==> src/rtl/fifo_wr_arbiter.sv <==
// fifo_wr_arbiter: round-robin, packet-granular sharing of one FIFO write port.
// Ports: wclk/wrst_n, req_valid/last/data/ready, wfull/winc/wdata, gnt_id, busy, pkt_err/err_clr.
module fifo_wr_arbiter #(
  parameter int NUM_REQ    = 4,
  parameter int DATA_WIDTH = 8,
  parameter int MAX_BEATS  = 16,
  parameter int ID_WIDTH   = $clog2(NUM_REQ)
) (
  input  logic                          wclk,
  input  logic                          wrst_n,
  input  logic [NUM_REQ-1:0]            req_valid,
  input  logic [NUM_REQ-1:0]            req_last,
  input  logic [NUM_REQ*DATA_WIDTH-1:0] req_data,
  output logic [NUM_REQ-1:0]            req_ready,
  input  logic                          wfull,
  output logic                          winc,
  output logic [DATA_WIDTH-1:0]         wdata,
  output logic [ID_WIDTH-1:0]           gnt_id,
  output logic                          busy,
  output logic                          pkt_err,
  input  logic                          err_clr
);

  localparam int CNT_W = $clog2(MAX_BEATS + 1);
  localparam logic [ID_WIDTH:0] NREQ = (ID_WIDTH+1)'(NUM_REQ);
  localparam logic [CNT_W-1:0] LAST_CNT = CNT_W'(MAX_BEATS - 1);
  localparam logic [ID_WIDTH-1:0] TOP_ID = ID_WIDTH'(NUM_REQ - 1);

  typedef enum logic {IDLE, LOCK} state_t;

  state_t                state;
  state_t                state_nxt;
  logic [ID_WIDTH-1:0]   rr_ptr;
  logic [ID_WIDTH-1:0]   pick;
  logic [ID_WIDTH-1:0]   cand;
  logic [ID_WIDTH-1:0]   next_ptr;
  logic [ID_WIDTH:0]     sum;
  logic                  found;
  logic [CNT_W-1:0]      beat_cnt;
  logic [DATA_WIDTH-1:0] data_a [NUM_REQ];
  logic                  sel_valid;
  logic                  sel_last;
  logic                  accept;
  logic                  forced;
  logic                  rel;

  for (genvar i = 0; i < NUM_REQ; i++) begin : g_unpack
    assign data_a[i] = req_data[i*DATA_WIDTH +: DATA_WIDTH];
  end

  // First valid requester at or after rr_ptr, wrapping modulo NUM_REQ.
  always_comb begin
    found = 1'b0;
    pick  = rr_ptr;
    sum   = '0;
    cand  = '0;
    for (int k = 0; k < NUM_REQ; k++) begin
      sum = {1'b0, rr_ptr} + (ID_WIDTH+1)'(k);
      if (sum >= NREQ) sum = sum - NREQ;
      cand = sum[ID_WIDTH-1:0];
      if (!found && req_valid[cand]) begin
        found = 1'b1;
        pick  = cand;
      end
    end
  end

  assign sel_valid = req_valid[gnt_id];
  assign sel_last  = req_last[gnt_id];
  assign accept    = (state == LOCK) && sel_valid && !wfull;
  assign forced    = accept && (beat_cnt == LAST_CNT);
  assign rel       = accept && (sel_last || forced);
  assign next_ptr  = (gnt_id == TOP_ID) ? '0 : gnt_id + ID_WIDTH'(1);

  assign winc  = accept;
  assign wdata = data_a[gnt_id];
  assign busy  = (state == LOCK);

  always_comb begin
    req_ready = '0;
    if (state == LOCK && !wfull) req_ready[gnt_id] = 1'b1;
  end

  always_comb begin
    state_nxt = state;
    case (state)
      IDLE:    if (found) state_nxt = LOCK;
      LOCK:    if (rel) state_nxt = IDLE;
      default: state_nxt = IDLE;
    endcase
  end

  always_ff @(posedge wclk or negedge wrst_n) begin
    if (!wrst_n) state <= IDLE;
    else         state <= state_nxt;
  end

  always_ff @(posedge wclk or negedge wrst_n) begin
    if (!wrst_n) begin
      rr_ptr   <= '0;
      gnt_id   <= '0;
      beat_cnt <= '0;
    end else if (state == IDLE) begin
      if (found) begin
        gnt_id   <= pick;
        beat_cnt <= '0;
      end
    end else if (accept) begin
      beat_cnt <= beat_cnt + CNT_W'(1);
      if (rel) rr_ptr <= next_ptr;
    end
  end

  // Set has priority over a coincident clear.
  always_ff @(posedge wclk or negedge wrst_n) begin
    if (!wrst_n)                 pkt_err <= 1'b0;
    else if (forced && !sel_last) pkt_err <= 1'b1;
    else if (err_clr)            pkt_err <= 1'b0;
  end

endmodule

==> config.mk <==
export PLATFORM = sky130hd
export DESIGN_NAME = fifo_wr_arbiter
export DESIGN_NICKNAME = d
export VERILOG_FILES = /design/src/rtl/fifo_wr_arbiter.sv
export SDC_FILE = /design/constraint.sdc
export NUM_CORES = 1
export LEC_CHECK = 0
export CAP_MARGIN = 20
export CORE_MARGIN = 3
export CORE_UTILIZATION = 30
export CTS_BUF_LIST = sky130_fd_sc_hd__clkbuf_4 sky130_fd_sc_hd__clkbuf_8
export DETAILED_ROUTE_END_ITERATION = 8
export PLACE_DENSITY = 0.68
export SLEW_MARGIN = 5
export SYNTH_ARGS = -nofsm -noshare
export SYNTH_HDL_FRONTEND = slang
export SYNTH_SLANG_ARGS = --single-unit
==> constraint.sdc <==
create_clock -name wclk -period 3.05 [get_ports wclk]
set_input_delay 0.61 -clock wclk [delete_from_list [all_inputs] [get_ports wclk]]
set_output_delay 0.61 -clock wclk [all_outputs]
set_load 0.005 [all_outputs]
# [Word-level counts from Yosys, hierarchy flattened]
# Cells that the tools add are included.
[op_classes] addsub=9 bitwise_logic=2 reduce_logical=21 mux=39 n_lt_le_gt_ge=11 n_eq_ne=3
[ops] op="$mux 2" count=9
[ops] op="$bmux 8 s2" count=1
[ops] op="$mux 8" count=2
[ops] op="$lt 2x3->1 const B" count=5
[ops] op="$mux 1" count=15
[ops] op="$mux 5" count=3
[ops] op="$bmux 1 s2" count=6
[ops] op="$ge 3x3->1 const B" count=4
[ops] op="$logic_and 1x1->1" count=10
[ops] op="$sub 2x1->2 const B" count=4
[ops] op="$add 2x2->3 const B" count=2
[ops] op="$add 5x1->5 const B" count=1
[ops] op="$eq 5x4->1 const B" count=1
[ops] op="$logic_not 1->1" count=5
[ops] op="$mux 4" count=1
[ops] op="$reduce_and 2->1" count=2
[ops] op="$reduce_bool 2->1" count=2
[ops] op="$add 2x1->3 const B" count=1
[ops] op="$ge 2x3->1 const B" count=1
[ops] op="$not 2->3" count=1
[ops] op="$reduce_and 3->1" count=1
[ops] op="$add 2x1->2 const B" count=1
[ops] op="$demux 1 s2" count=1
[ops] op="$eq 2x2->1 const B" count=1
[ops] op="other kinds (5)" count=5
[totals] word_cells=90 reg_bits=11

# [Depth between registers and ports, before layout]
[depth] depth_word=16 ltp_mapped=7

# [Least setup slack after synthesis]
# Ideal clock, no wire load.
[synth_timing] path_type="register to output" startpoint="register gnt_id[0]" endpoint="output port wdata[1]" arrival_time_ps=1351 path_slack_ps=1089 t_required_ps=2440 stages_incl_launch_ff=4 path_cell_list="dfrtp_1 buf_2 buf_2 mux4_2"
[synth_via] elab_chain_cells=4
[synth_rtl] item="from (decl)" line_no="18" rtl="output logic [ID_WIDTH-1:0] gnt_id,"
[synth_rtl] item="from (signal assigned)" line_no="105" rtl="gnt_id <= pick;"
[synth_rtl] item="$not 2->3 (implied by the code)" line_no="76" rtl="assign wdata = data_a[gnt_id];"
[synth_rtl] item="$bmux 8 s2" line_no="76"
[synth_rtl] item="$mux 8 (implied by the code) (2 in series)" line_no="76"
[synth_rtl] item="to (decl)" line_no="17" rtl="output logic [DATA_WIDTH-1:0] wdata,"
# No other way between the ends. The select of a mux whose other input is x is not followed.

# [Worst setup path in the final report]
[layout_timing] startpoint="input port req_valid[0]" endpoint="output port winc"
[layout_via] elab_chain_cells=4
[layout_rtl] item="from (decl)" line_no="11" rtl="input logic [NUM_REQ-1:0] req_valid,"
[layout_rtl] item="$bmux 1 s2" line_no="68" rtl="assign sel_valid = req_valid[gnt_id];"
[layout_rtl] item="$mux 1 (implied by the code)" line_no="68"
[layout_rtl] item="$logic_and 1x1->1 (2 in series)" line_no="70" rtl="assign accept = (state == LOCK) && sel_valid && !wfull;"
[layout_rtl] item="to (decl)" line_no="16" rtl="output logic winc,"
# No other way between the ends. The select of a mux whose other input is x is not followed.

==> results.ini <==
[floorplan]
row_count=20
initial_core_util=0.321
ios=61
die_x_um=63.7
core_mm2=0.00310
die_h_um=63.7
dieArea_mm2=0.00405

[grt]
track_usage=0.162
grt_pass1_vias=1058
grt_max_degree=20
busiest_layer=met2
gr-usage-met1=0.192
antenna_found_initial=0
grt-ovfl-total=0
use_met3=0.0303
met2_usage=0.295
grt_pass1_wl_um=5180

[synth]
synth_top_area_frac=0.276
synth_compound_area_frac=0.124
synth.most_common_cell=dfrtp_1
syn_inst=102
synth_area_leaders=dfrtp_1, mux4_2, ha_1
synth_fa_ha_area_frac=0.0753
yosysUniqueCellTypes=33
syn_area_um2=997
synth_edf_count=0
ys_ff_latch=11
yosysSeqAreaShare=0.276
ys.flop_type=dfrtp_1
syn_nets=152
yosysWarnings=0
synth_common_cells=dfrtp_1, inv_1, nor2_1, mux4_2
synthArstFlopShare=1.00
synthMuxAreaShare=0.289
synth_top_area_cell=dfrtp_1
synth_top_family_by_area=multiplexers
synth_xor_area_frac=0
avgSynthCellArea_um2=9.78
synth-simple-area-share=0.168

[sta]
fin_crit_sh=0.956
fmax_mhz=343
setup_ws_ns=0.134
slew_headroom=0.626
slew_viol_final=0
post-route-min-period_ns=2.92
setup-tns-final_ns=0
hold_viol=0
setup_viol=0
tightestPinTransition_ns=0.556
rsz0062_at_grt=false
clock_skew_ns=0.00190

[routing]
drt_first_iter_violations=46
vias=1046
routedWlPerCell_um=15.2
ant_nets=0
drtPass1Iterations=4
routed_wl_um=3150
via_per_inst=5.03
drc=0

[placed_design]
io_buffers=60
dp_slack_ns=0.157
dp_hpwl_um=2630
routabilityCongestion=0.759
place_inst=204

[final_layout]
finalNetCount=215
seq_area_um2=277
layout-drive-gt1-share=0.116
diodes=0
area_delta_synth_final_pct=67.9
n_fill_cell=314
multiInputGateArea_um2=654
finalNonFillerCells=208

[critical_path]
arrival_ns=2.31
slowest_stage=clkdlybuf4s50_1
worstPathCellList=clkdlybuf4s50_1, mux2i_1, nor2_1, o21ai_1, inv_1, clkdlybuf4s50_1
startpoint_type=input pin
cpMostUsedCell=clkdlybuf4s50_1
crit_fanout=7
critPathKind=in -> out
worstSetupEndpointType=primary output
slowest_delay_ns=0.58
worstPathRequired_ns=2.44

[power]
irDropWorstVdd_mv=0.254
p_total_mw=1.16
p_seq_frac=0.272
combinationalPowerShare=0.638
p_int_mw=0.718
power.leakage_nw=0.729
clockPowerShare=0.090
power_density_mw_per_mm2=695
p_sw_frac=0.383
switchingPower_mw=0.446

[min_path]
hp-class=reg -> reg

[outcome]
status=completed

[clock_network]
ctsHoldBuffers=0
cts_tree=yes
cts.clk_slew.worst_paths_ns=0.08
clockRootBuffer=clkbuf_4
postCtsSetupBuffers=0
cts-resized-gates=0
numCtsBuffers=3
clockBufferDepth=2
clock-sinks=11
ctsHtreeMaxLevel=1
clk_latency_ns=0.28

[flow_run]
cap_viol_max_count=0

[cell families (layout without fill, tap and decap cells)]
family	Yosys count	after routing
mux	18	18
fa+ha+maj	6	6
buf+inv	15	77
flops	11	11
compound gates	18	18
simple gates	34	34
[sequential cells by signal, indices dropped and copies added, names as in the netlist]
register  count
rr_ptr        2
gnt_id        2
pkt_err       1
busy          1
beat_cnt      5
[metal layers]
layer | vias to the layer above | part of all wire | wire length, um
met1 | 488 | 0.42 | 1330
met4 | 0 | 0.012 | 37
met5 | - | 0 | 0
met3 | 5 | 0.066 | 207
met2 | 55 | 0.50 | 1580
li1 | 498 | - | -
[path summary, 6_finish.rpt]
| kind | startpoint | to | slack, ns | depth (start not counted) |
|---|---|---|---|---|
| setup reg to reg | beat_cnt[0] | rr_ptr[0] | 1.08 | 6 |
| min in group asynchronous | wrst_n | gnt_id[1] | 0.68 | 1 |
| setup / recovery | req_valid[0] | winc | 0.13 | 6 |
| hold / removal | beat_cnt[4] | beat_cnt[4] | 0.53 | 2 |
| max in group asynchronous | wrst_n | gnt_id[0] | 2.00 | 1 |
| hold reg to reg | beat_cnt[4] | beat_cnt[4] | 0.53 | 2 |
[area by class of cell]
| class | instances | area share |
|---|---|---|
| Multi-Input combinational cell | 76 | 0.391 |
| Timing Repair Buffer | 63 | 0.372 |
| Sequential cell | 11 | 0.165 |
| Tap cell | 44 | 0.0329 |
| Inverter | 10 | 0.0224 |
| Clock buffer | 3 | 0.0135 |
| Clock inverter | 1 | 0.00299 |
[power groups by stage]
stage / clock network [mW] / registers [mW] / logic, mW
6_report: 0.104 / 0.317 / 0.743
5_1_grt: 0.112 / 0.335 / 0.818
4_1_cts: 0.106 / 0.317 / 0.756
3_5_place_dp: 0 / 0.321 / 0.751
3_3_place_gp: 0 / 0.314 / 0.732
2_1_floorplan: 0 / 0.258 / 0.466
[critical path: cells and delay by family]
kind            cells  cell delay [ns]
mux                 1             0.15
compound gates      1             0.13
simple gates        1             0.27
buf+inv             3             1.15
[through the flow]
step                       util  hold slack [ns]  cell area, um2
after floorplan               -            0.314             997
after detailed placement  0.530            0.527            1650
final                     0.540            0.531            1670
after CTS                 0.539            0.537            1670
after global routing      0.540            0.571            1670
after global placement    0.530            0.501            1650
[layout by cell type, fill, tap and decap left out, types with 2 or more instances in the layout]
cell type / instances
clkdlybuf4s50_1: 60
buf_4: 3
nor2b_1: 3
inv_1: 10
o21ai_0: 5
clkbuf_4: 3
mux2_1: 2
nor2_1: 10
dfrtp_1: 10
mux4_2: 8
nand3_1: 2
and3_1: 6
nand2_1: 7
mux2i_1: 7
a21oi_1: 3
ha_1: 6
o211ai_1: 2
No activity file was read; power rests on OpenSTA's default activity.
